[src/rtl/id_stage_pipe.sv]
`default_nettype none
// ============================================================================
// Module  : id_stage_pipe
// Purpose : Decode stage with register file, hazard stall, in-stage branch
//           resolution and a registered ID/EX boundary. Optional FWD_EN macro
//           enables EXE/MEM operand forwarding (load-use stalls only).
// Rev     : 1.0
// ============================================================================
module id_stage_pipe #(
  parameter int DATA_W = 32,
  parameter int REG_N  = 32,
  parameter int RA_W   = $clog2(REG_N),
  parameter int IMM_W  = 16
) (
  input  logic              clk,
  input  logic              rst,
  input  logic              if_valid,
  input  logic [31:0]       instruction,
  input  logic              wb_en,
  input  logic [RA_W-1:0]   wb_dest,
  input  logic [DATA_W-1:0] wb_data,
  input  logic              exe_wb_en,
  input  logic              mem_wb_en,
  input  logic [RA_W-1:0]   exe_dest,
  input  logic [RA_W-1:0]   mem_dest,
  input  logic              exe_mem_r_en,
  input  logic [DATA_W-1:0] exe_fwd_data,
  input  logic [DATA_W-1:0] mem_fwd_data,
  input  logic              freeze,
  output logic              stall,
  output logic              flush,
  output logic [IMM_W-1:0]  br_offset,
  output logic              idex_valid,
  output logic [DATA_W-1:0] val1,
  output logic [DATA_W-1:0] val2,
  output logic [DATA_W-1:0] reg2,
  output logic [RA_W-1:0]   dest,
  output logic [3:0]        exe_cmd,
  output logic              mem_r_en,
  output logic              mem_w_en,
  output logic              wb_en_out
);

  typedef enum logic [2:0] {K_NOP, K_R, K_I, K_LD, K_ST, K_BEZ, K_BNE, K_JMP} kind_e;

  typedef struct packed {
    logic              valid;
    logic [DATA_W-1:0] v1;
    logic [DATA_W-1:0] v2;
    logic [DATA_W-1:0] r2;
    logic [RA_W-1:0]   dst;
    logic [3:0]        cmd;
    logic              mr;
    logic              mw;
    logic              wb;
  } idex_t;

  logic [DATA_W-1:0] rf_q [REG_N];
  idex_t             idex_q, idex_d;

  logic [5:0]        opcode;
  logic [RA_W-1:0]   dst_a, src1_a, src2_a;
  logic [IMM_W-1:0]  imm;
  logic [DATA_W-1:0] imm_ext;
  kind_e             kind;
  logic [3:0]        cmd;
  logic              use_s1, use_s2, use_d, use_imm;
  logic [DATA_W-1:0] src1_rf, src2_rf, dst_rf;
  logic [DATA_W-1:0] op1, op2, opd;
  logic              hazard, br_taken;

  assign opcode  = instruction[31:26];
  assign dst_a   = instruction[21 +: RA_W];
  assign src1_a  = instruction[16 +: RA_W];
  assign src2_a  = instruction[11 +: RA_W];
  assign imm     = instruction[IMM_W-1:0];
  assign imm_ext = {{(DATA_W-IMM_W){imm[IMM_W-1]}}, imm};

  always_comb begin
    kind = K_NOP;
    cmd  = 4'b0000;
    case (opcode)
      6'd1:        begin kind = K_R;  cmd = 4'b0000; end
      6'd3:        begin kind = K_R;  cmd = 4'b0010; end
      6'd5:        begin kind = K_R;  cmd = 4'b0100; end
      6'd6:        begin kind = K_R;  cmd = 4'b0101; end
      6'd7:        begin kind = K_R;  cmd = 4'b0110; end
      6'd8:        begin kind = K_R;  cmd = 4'b0111; end
      6'd9, 6'd10: begin kind = K_R;  cmd = 4'b1000; end
      6'd11:       begin kind = K_R;  cmd = 4'b1001; end
      6'd12:       begin kind = K_R;  cmd = 4'b1010; end
      6'd32:       begin kind = K_I;  cmd = 4'b0000; end
      6'd33:       begin kind = K_I;  cmd = 4'b0010; end
      6'd36:       kind = K_LD;
      6'd37:       kind = K_ST;
      6'd40:       kind = K_BEZ;
      6'd41:       kind = K_BNE;
      6'd42:       kind = K_JMP;
      default:     kind = K_NOP;
    endcase
  end

  assign use_s1  = (kind == K_R) || (kind == K_I) || (kind == K_LD) ||
                   (kind == K_ST) || (kind == K_BEZ) || (kind == K_BNE);
  assign use_s2  = (kind == K_R);
  assign use_d   = (kind == K_ST) || (kind == K_BNE);
  assign use_imm = (kind == K_I) || (kind == K_LD) || (kind == K_ST);

  always_ff @(posedge clk or negedge rst) begin
    if (!rst) begin
      for (int i = 0; i < REG_N; i++) rf_q[i] <= '0;
    end else if (wb_en && (wb_dest != '0)) begin
      rf_q[wb_dest] <= wb_data;
    end
  end

  // Same-cycle writeback is visible to the read (write-through bypass).
  assign src1_rf = (src1_a == '0) ? '0 : (wb_en && wb_dest == src1_a) ? wb_data : rf_q[src1_a];
  assign src2_rf = (src2_a == '0) ? '0 : (wb_en && wb_dest == src2_a) ? wb_data : rf_q[src2_a];
  assign dst_rf  = (dst_a  == '0) ? '0 : (wb_en && wb_dest == dst_a)  ? wb_data : rf_q[dst_a];

  function automatic logic hit(input logic [RA_W-1:0] a, input logic en,
                               input logic [RA_W-1:0] d);
    return en && (a != '0) && (a == d);
  endfunction

`ifdef FWD_EN
  assign op1 = hit(src1_a, exe_wb_en, exe_dest) ? exe_fwd_data :
               hit(src1_a, mem_wb_en, mem_dest) ? mem_fwd_data : src1_rf;
  assign op2 = hit(src2_a, exe_wb_en, exe_dest) ? exe_fwd_data :
               hit(src2_a, mem_wb_en, mem_dest) ? mem_fwd_data : src2_rf;
  assign opd = hit(dst_a, exe_wb_en, exe_dest) ? exe_fwd_data :
               hit(dst_a, mem_wb_en, mem_dest) ? mem_fwd_data : dst_rf;
  assign hazard = if_valid &&
                  ((use_s1 && hit(src1_a, exe_mem_r_en, exe_dest)) ||
                   (use_s2 && hit(src2_a, exe_mem_r_en, exe_dest)) ||
                   (use_d  && hit(dst_a,  exe_mem_r_en, exe_dest)));
`else
  logic w_unused_fwd;
  assign w_unused_fwd = ^{exe_fwd_data, mem_fwd_data, exe_mem_r_en};
  assign op1 = src1_rf;
  assign op2 = src2_rf;
  assign opd = dst_rf;
  assign hazard = if_valid &&
                  ((use_s1 && (hit(src1_a, exe_wb_en, exe_dest) || hit(src1_a, mem_wb_en, mem_dest))) ||
                   (use_s2 && (hit(src2_a, exe_wb_en, exe_dest) || hit(src2_a, mem_wb_en, mem_dest))) ||
                   (use_d  && (hit(dst_a,  exe_wb_en, exe_dest) || hit(dst_a,  mem_wb_en, mem_dest))));
`endif

  assign br_taken  = ((kind == K_BEZ) && (op1 == '0)) ||
                     ((kind == K_BNE) && (op1 != opd)) ||
                     (kind == K_JMP);
  assign stall     = freeze || hazard;
  assign flush     = br_taken && if_valid && !stall;
  assign br_offset = imm;

  always_comb begin
    idex_d = idex_q;
    if (!freeze) begin
      idex_d = '0;
      if (if_valid && !hazard) begin
        idex_d.valid = 1'b1;
        idex_d.v1    = op1;
        idex_d.v2    = use_imm ? imm_ext : op2;
        idex_d.r2    = (kind == K_ST) ? opd : '0;
        idex_d.dst   = dst_a;
        idex_d.cmd   = cmd;
        idex_d.mr    = (kind == K_LD);
        idex_d.mw    = (kind == K_ST);
        idex_d.wb    = (kind == K_R) || (kind == K_I) || (kind == K_LD);
      end
    end
  end

  always_ff @(posedge clk or negedge rst) begin
    if (!rst) idex_q <= '0;
    else      idex_q <= idex_d;
  end

  assign idex_valid = idex_q.valid;
  assign val1       = idex_q.v1;
  assign val2       = idex_q.v2;
  assign reg2       = idex_q.r2;
  assign dest       = idex_q.dst;
  assign exe_cmd    = idex_q.cmd;
  assign mem_r_en   = idex_q.mr;
  assign mem_w_en   = idex_q.mw;
  assign wb_en_out  = idex_q.wb;

endmodule
`default_nettype wire

[config.mk]
export PLATFORM = sky130hd
export DESIGN_NAME = id_stage_pipe
export DESIGN_NICKNAME = d
export VERILOG_FILES = /design/src/rtl/id_stage_pipe.sv
export SDC_FILE = /design/constraint.sdc
export NUM_CORES = 2
export LEC_CHECK = 0
export ABC_CLOCK_PERIOD_IN_PS = 3900
export CORE_MARGIN = 5
export CORE_UTILIZATION = 28
export DETAILED_ROUTE_END_ITERATION = 7
export PLACE_DENSITY = 0.49
export SKIP_CTS_REPAIR_TIMING = 1
export SYNTH_ARGS = -nofsm -noshare
export SYNTH_HDL_FRONTEND = slang
export SYNTH_SLANG_ARGS = --single-unit
[constraint.sdc]
create_clock -name clk -period 3.9 [get_ports clk]
set_clock_uncertainty 0.15 [all_clocks]
set_input_delay 0.78 -clock clk [delete_from_list [all_inputs] [get_ports clk]]
set_output_delay 0.78 -clock clk [all_outputs]
set_load 0.01 [all_outputs]
== Word level (Yosys, flattened, before mapping) ==
Index checks and enable logic that the tools add are counted.
W data, S select, Z words.
Word-level totals
  output and inout port bits: 127
  logic and storage cells: 163
  bits in registers: 1133
Operators by class
  magnitude comparators: 5
  bitwise operators: 4
  eq/ne operators: 34
  muxes and demuxes: 23
  reductions and logical operators: 56
Operators by type and width (count)
  $bwmux W1024: 1
  $bmux W32 S5: 3
  $mux W32: 15
  $demux W32 S5: 1
  $mux W109: 1
  $eq A5 B5 Y1: 9
  $eq A6 B6 Y1 const B: 7
  $logic_not A32 Y1: 1
  $ne A32 B32 Y1: 1
  $pmux W4 S8: 1
  $eq A6 B4 Y1 const B: 5
  $logic_and A1 B1 Y1: 26
  $ge A6 B6 Y1 const B: 4
  $not A5 Y6: 4
  $pmux W3 S7: 1
  $reduce_bool A5 Y1: 4
  $eq A6 B3 Y1 const B: 3
  $logic_or A1 B1 Y1: 16
  $logic_not A5 Y1: 3
  $eq A3 B3 Y1 const B: 4
  $reduce_or A10 Y1: 1
  $eq A3 B2 Y1 const B: 2
  $eq A6 B1 Y1 const B: 1
  $eq A6 B2 Y1 const B: 1
  other kinds (4): 7

== Logic depth before layout (Yosys ltp) ==
  depth in word-level cells: 16
  depth in mapped cells: 16
  gate-level depth less buffers: 10

== Worst setup path after synthesis ==
Ideal clock, no wire load.
  path type: input port to output port
  start: in instruction[21]
  end: out flush
  data arrival time: 3312 ps
  stages: 11
  path slack: -342 ps
  path buffers: 3
  cell sequence: buf_4 > buf_6 > buf_2 > mux4_2 > mux4_2 > a221oi_1 > xnor2_1 > o21ai_0 > nor4_2 > nand4_1 > o2bb2ai_1
Between the ends
  longest elaborated chain between the ends: 12
  elaborated cells between the ends (all ways): 28
  classes of those cells: eq/ne (4); mux (5); bitwise (1); reduce/logical (18)
Ends and longest elaborated chain
  start: declaration: line 18  | input logic [31:0] instruction,
  $not A5 Y6 (implied by the code): line 120  | assign dst_rf = (dst_a == '0) ? '0 : (wb_en && wb_dest == dst_a) ? wb_data : rf_q[dst_a];
  $bmux W32 S5: line 120
  $mux W32 (implied by the code) (2 in series): line 120
  $mux W32 (2 in series): line 120
  $ne A32 B32 Y1: line 151  | ((kind == K_BNE) && (op1 != opd)) ||
  $logic_and A1 B1 Y1: line 151
  $logic_or A1 B1 Y1: line 150  | assign br_taken = ((kind == K_BEZ) && (op1 == '0)) ||
  $logic_or A1 B1 Y1: line 151
  $logic_and A1 B1 Y1: line 154  | assign flush = br_taken && if_valid && !stall;
  $logic_and A1 B1 Y1 *: line 154
  end: declaration: line 31  | output logic flush,
Every way passes the cells marked *; elsewhere a longest branch is shown, timed or not. The select of a mux whose other input is x is not followed.

== Worst setup path after layout ==
Same ends and word-level chain as after synthesis.

==> flow_summary.rst <==
.. list-table::
   :header-rows: 1

   * - Metric
     - Value
   * - Status
     - finished, violations left
   * - Failing checks
     - setup timing
   * - Via-per-instance ratio
     - 5.78
   * - Die extent in x
     - 508 um
   * - Worst Path Max Fanout
     - 5
   * - Part of the cycle the worst path needs
     - 132%
   * - Endpoint arrival time on the critical path
     - 4.23 ns
   * - Routed Wire Length
     - 325000 um
   * - Leading cell types by total area after synthesis
     - sky130_fd_sc_hd__dfrtp_1 41%, sky130_fd_sc_hd__mux4_2 24%, sky130_fd_sc_hd__mux2_2 17%
   * - Total iterations of the first detailed-routing run
     - 6
   * - Total power of the final layout
     - 0.0426 W
   * - Tightest slew margin relative to the limit
     - 26.8%
   * - Root buffer cell
     - sky130_fd_sc_hd__clkbuf_16
   * - Number of storage elements in the synthesis netlist
     - 1133
   * - Largest voltage drop on the vdd net
     - 0.000326 V
   * - Final-report setup violation count
     - 2
   * - Via count of the first global-routing pass
     - 55400
   * - Global Route Usage Sum
     - 24.5%
   * - Total DRC errors in the routed layout
     - 0
   * - Number of distinct library cells after synthesis
     - 91
   * - Synth Net Count
     - 5046
   * - Die ar.
     - 0.258 mm^2
   * - Area taken by multi-input logic gates
     - 0.0390 mm^2
   * - Port buffer count
     - 212
   * - Hold Slack
     - 0.267 ns
   * - Syn avg cell area
     - 14.2 um^2
   * - Die height
     - 508 um
   * - Final Critical Period
     - 5.16 ns
   * - Biggest area consumer among synthesized cells
     - sky130_fd_sc_hd__dfrtp_1
   * - Number of nets in the final layout
     - 6284
   * - Total congestion overflow
     - 0
   * - Share of layout cells above drive strength 1
     - 58.1%
   * - Highest clock frequency the design can meet
     - 194 MHz
   * - CTS sink cnt
     - 1133
   * - Antenna violations before repair
     - 18
   * - Violation count after the first detailed-route iteration
     - 6249
   * - Hpwl dp
     - 226000 um
   * - Core Box Area
     - 0.246 mm^2
   * - Placement row count
     - 182
   * - Power Dens Cells
     - 465 mW/mm^2
   * - Max Slew Vio Count
     - 0
   * - Maximum number of pins on one net before global-route repair
     - 110
   * - Min-Delay Path Class
     - reg -> reg
   * - PnR worst setup slack
     - -1.26 ns
   * - Clock-pin transition on the worst setup and hold timing paths
     - 0.06 ns
   * - Total CTS buffers
     - 144
   * - Layout Area Growth over Synthesis
     - 32.0%
   * - Total via count in the routed design
     - 55200
   * - Maximum clock insertion buffer count
     - 3
   * - Post-Layout Cell Count
     - 9551
   * - Share of flip-flops with an asynchronous set or reset after synthesis
     - 100%
   * - Number of flops mapped to enable cells by yosys
     - 0
   * - Req. time, crit path
     - 2.97 ns
   * - Global-route wire length before repair
     - 450000 um
   * - Setup repair after global routing missed its margin
     - yes
   * - CP startpoint kind
     - primary input
   * - Number of max-capacitance violations reported
     - 0
   * - Main synth FF type
     - sky130_fd_sc_hd__dfrtp_1
   * - Max H-tree Level
     - 4
   * - Cell Count Post-Placement
     - 9239
   * - Measured slew at the worst slew-check pin
     - 1.10 ns
   * - Effective utilization at floorplan
     - 28.2%
   * - Clk Latency, worst-skew pair
     - 0.82 ns
   * - Most numerous cell types in the synthesized netlist
     - 1133 x sky130_fd_sc_hd__dfrtp_1, 1044 x sky130_fd_sc_hd__mux2_2, 731 x sky130_fd_sc_hd__mux4_2
   * - End-of-flow core utilization
     - 37.2%
   * - Kind of critical path
     - in -> out
   * - Yosys warns
     - 0
   * - Number of fill cells
     - 23500
   * - Hold Vio Cnt, Final
     - 0
   * - Syn Inst Count
     - 4895
   * - Critical path endpoint category
     - output pin
   * - Area fraction of the dominant cell type after synthesis
     - 40.9%
   * - Antenna-violating nets left
     - 0
   * - Cell count of the worst reg-to-reg path
     - 10
   * - IO Pins
     - 278
   * - Leakage dissipation
     - 39.4 nW
   * - Depth of the worst hold-timing path
     - 0
   * - TritonCTS clock tree
     - yes
   * - Summed instance area of the synthesized netlist
     - 0.0693 mm^2
   * - Dominant cell by count in the synthesized netlist
     - sky130_fd_sc_hd__dfrtp_1
   * - Placer congestion estimate
     - 0.935
   * - Routed wirelength normalized by instance count
     - 34.1 um
   * - Seq. cell area
     - 0.0284 mm^2
   * - Share of synthesized area occupied by flip-flops and latches
     - 40.9%
## cells by family (layout without fill, tap and decap cells)
kind of cell               count (synthesis)  after routing  synth area share, %
buffers and inverters                    585           1925                 4.24
xor gates and xnor gates                  77             77                0.973
and+or+nand+nor                          497            497                 3.49
muxes                                   1999           1999                 44.4
AOI/OAI and AO/OA                        603            603                 6.04
DFF                                     1133           1133                 40.9
adders and majority gates                  1              1               0.0144
other                                      0              4                    0
## power by group
| part | internal, W | switching [W] | leakage, nW |
|---|---|---|---|
| clock | 0.00781 | 0.00558 | 2.27 |
| combinational | 0.00769 | 0.00591 | 22.5 |
| sequential | 0.0139 | 0.00174 | 14.6 |
## registers in the layout, summed over array words and instances, names as in the netlist, 4 cells and up
register / cells
dest: 5
rf_q: 1024
val2: 32
val1: 32
reg2: 32
exe_cmd: 4
## cell usage in the layout, fill, tap and decap left out, types with 9 or more instances in the layout
cell type,count
sky130_fd_sc_hd__buf_4,1261
sky130_fd_sc_hd__dfrtp_1,1133
sky130_fd_sc_hd__mux2_2,1044
sky130_fd_sc_hd__mux4_2,734
sky130_fd_sc_hd__mux2i_1,198
sky130_fd_sc_hd__clkdlybuf4s50_1,190
sky130_fd_sc_hd__nand2_1,168
sky130_fd_sc_hd__buf_12,160
sky130_fd_sc_hd__clkbuf_16,153
sky130_fd_sc_hd__o21ai_0,149
sky130_fd_sc_hd__nor2_1,86
sky130_fd_sc_hd__a21oi_1,68
sky130_fd_sc_hd__a22oi_1,58
sky130_fd_sc_hd__a22o_1,55
sky130_fd_sc_hd__o22ai_1,46
sky130_fd_sc_hd__xor2_1,40
sky130_fd_sc_hd__clkbuf_1,40
sky130_fd_sc_hd__xnor2_1,28
sky130_fd_sc_hd__nor3_1,28
sky130_fd_sc_hd__a211oi_1,28
sky130_fd_sc_hd__a221oi_1,28
sky130_fd_sc_hd__buf_6,27
sky130_fd_sc_hd__nor2b_1,26
sky130_fd_sc_hd__clkbuf_8,26
sky130_fd_sc_hd__nand3_1,25
sky130_fd_sc_hd__nor2_4,19
sky130_fd_sc_hd__nor4_1,17
sky130_fd_sc_hd__clkinv_2,17
sky130_fd_sc_hd__a221o_1,16
sky130_fd_sc_hd__mux4_1,15
sky130_fd_sc_hd__a32o_1,14
sky130_fd_sc_hd__o211ai_1,13
sky130_fd_sc_hd__a31oi_1,10
sky130_fd_sc_hd__nand4_1,10
sky130_fd_sc_hd__nand2_2,10
sky130_fd_sc_hd__nand2b_1,9
sky130_fd_sc_hd__o21ai_1,9
sky130_fd_sc_hd__buf_16,9
## critical path, cell delays in order
cell	delay (ns)
sky130_fd_sc_hd__buf_12	0.12
sky130_fd_sc_hd__buf_16	0.16
sky130_fd_sc_hd__buf_12	0.14
sky130_fd_sc_hd__buf_4	0.13
sky130_fd_sc_hd__buf_4	0.15
sky130_fd_sc_hd__buf_4	0.14
sky130_fd_sc_hd__mux2_2	0.29
sky130_fd_sc_hd__o221ai_1	0.14
sky130_fd_sc_hd__a211oi_1	0.51
sky130_fd_sc_hd__o21bai_2	0.26
sky130_fd_sc_hd__xnor2_1	0.25
sky130_fd_sc_hd__nand4_1	0.13
sky130_fd_sc_hd__nor4_2	0.35
sky130_fd_sc_hd__nand4_1	0.25
sky130_fd_sc_hd__o2bb2ai_4	0.22
sky130_fd_sc_hd__buf_6	0.15
## final cells by class
| type | instances | area share, % |
|---|---|---|
| sequential | 1133 | 31.0 |
| timing repair buffer | 1667 | 16.9 |
| clock inverter | 35 | 0.465 |
| tap | 3312 | 4.53 |
| antenna | 4 | 0.0109 |
| inverter | 10 | 0.0410 |
| clock buffer | 213 | 4.57 |
| multi-input combinational | 3177 | 42.5 |
## layer usage
metal	GRT usage [%]	vias to the layer above	share of wire (%)
met5	0	-	0.014
met4	10.9	8	5.4
met3	7.19	777	10
met2	36.4	3068	43
met1	33.2	29500	41
li1	-	21800	-
## through the flow
stage | instance area, um^2 | setup slack, ns | setup TNS, ns
6_report | 91600 | -1.26 | -1.99
5_1_grt | 91600 | -1.25 | -2.15
4_1_cts | 90100 | -2.63 | -7.94
3_5_place_dp | 85500 | -2.62 | -62.51
3_3_place_gp | 85500 | -2.60 | -63.27
2_1_floorplan | 69400 | -0.236 | -0.236
## final timing paths
| kind | startpoint | endpoint | slack, ns |
|---|---|---|---|
| min in group asynchronous | rst | rf_q[500] | 0.45 |
| worst min register to register | rf_q[1008] | rf_q[1008] | 0.27 |
| worst max-delay path | instruction[21] | flush | -1.26 |
| worst max register to register | rf_q[272] | val2[16] | 0.98 |
| max in group asynchronous | rst | rf_q[360] | 1.90 |
| worst min-delay path | rf_q[1008] | rf_q[1008] | 0.27 |
No activity file was read; power rests on OpenSTA's default activity.
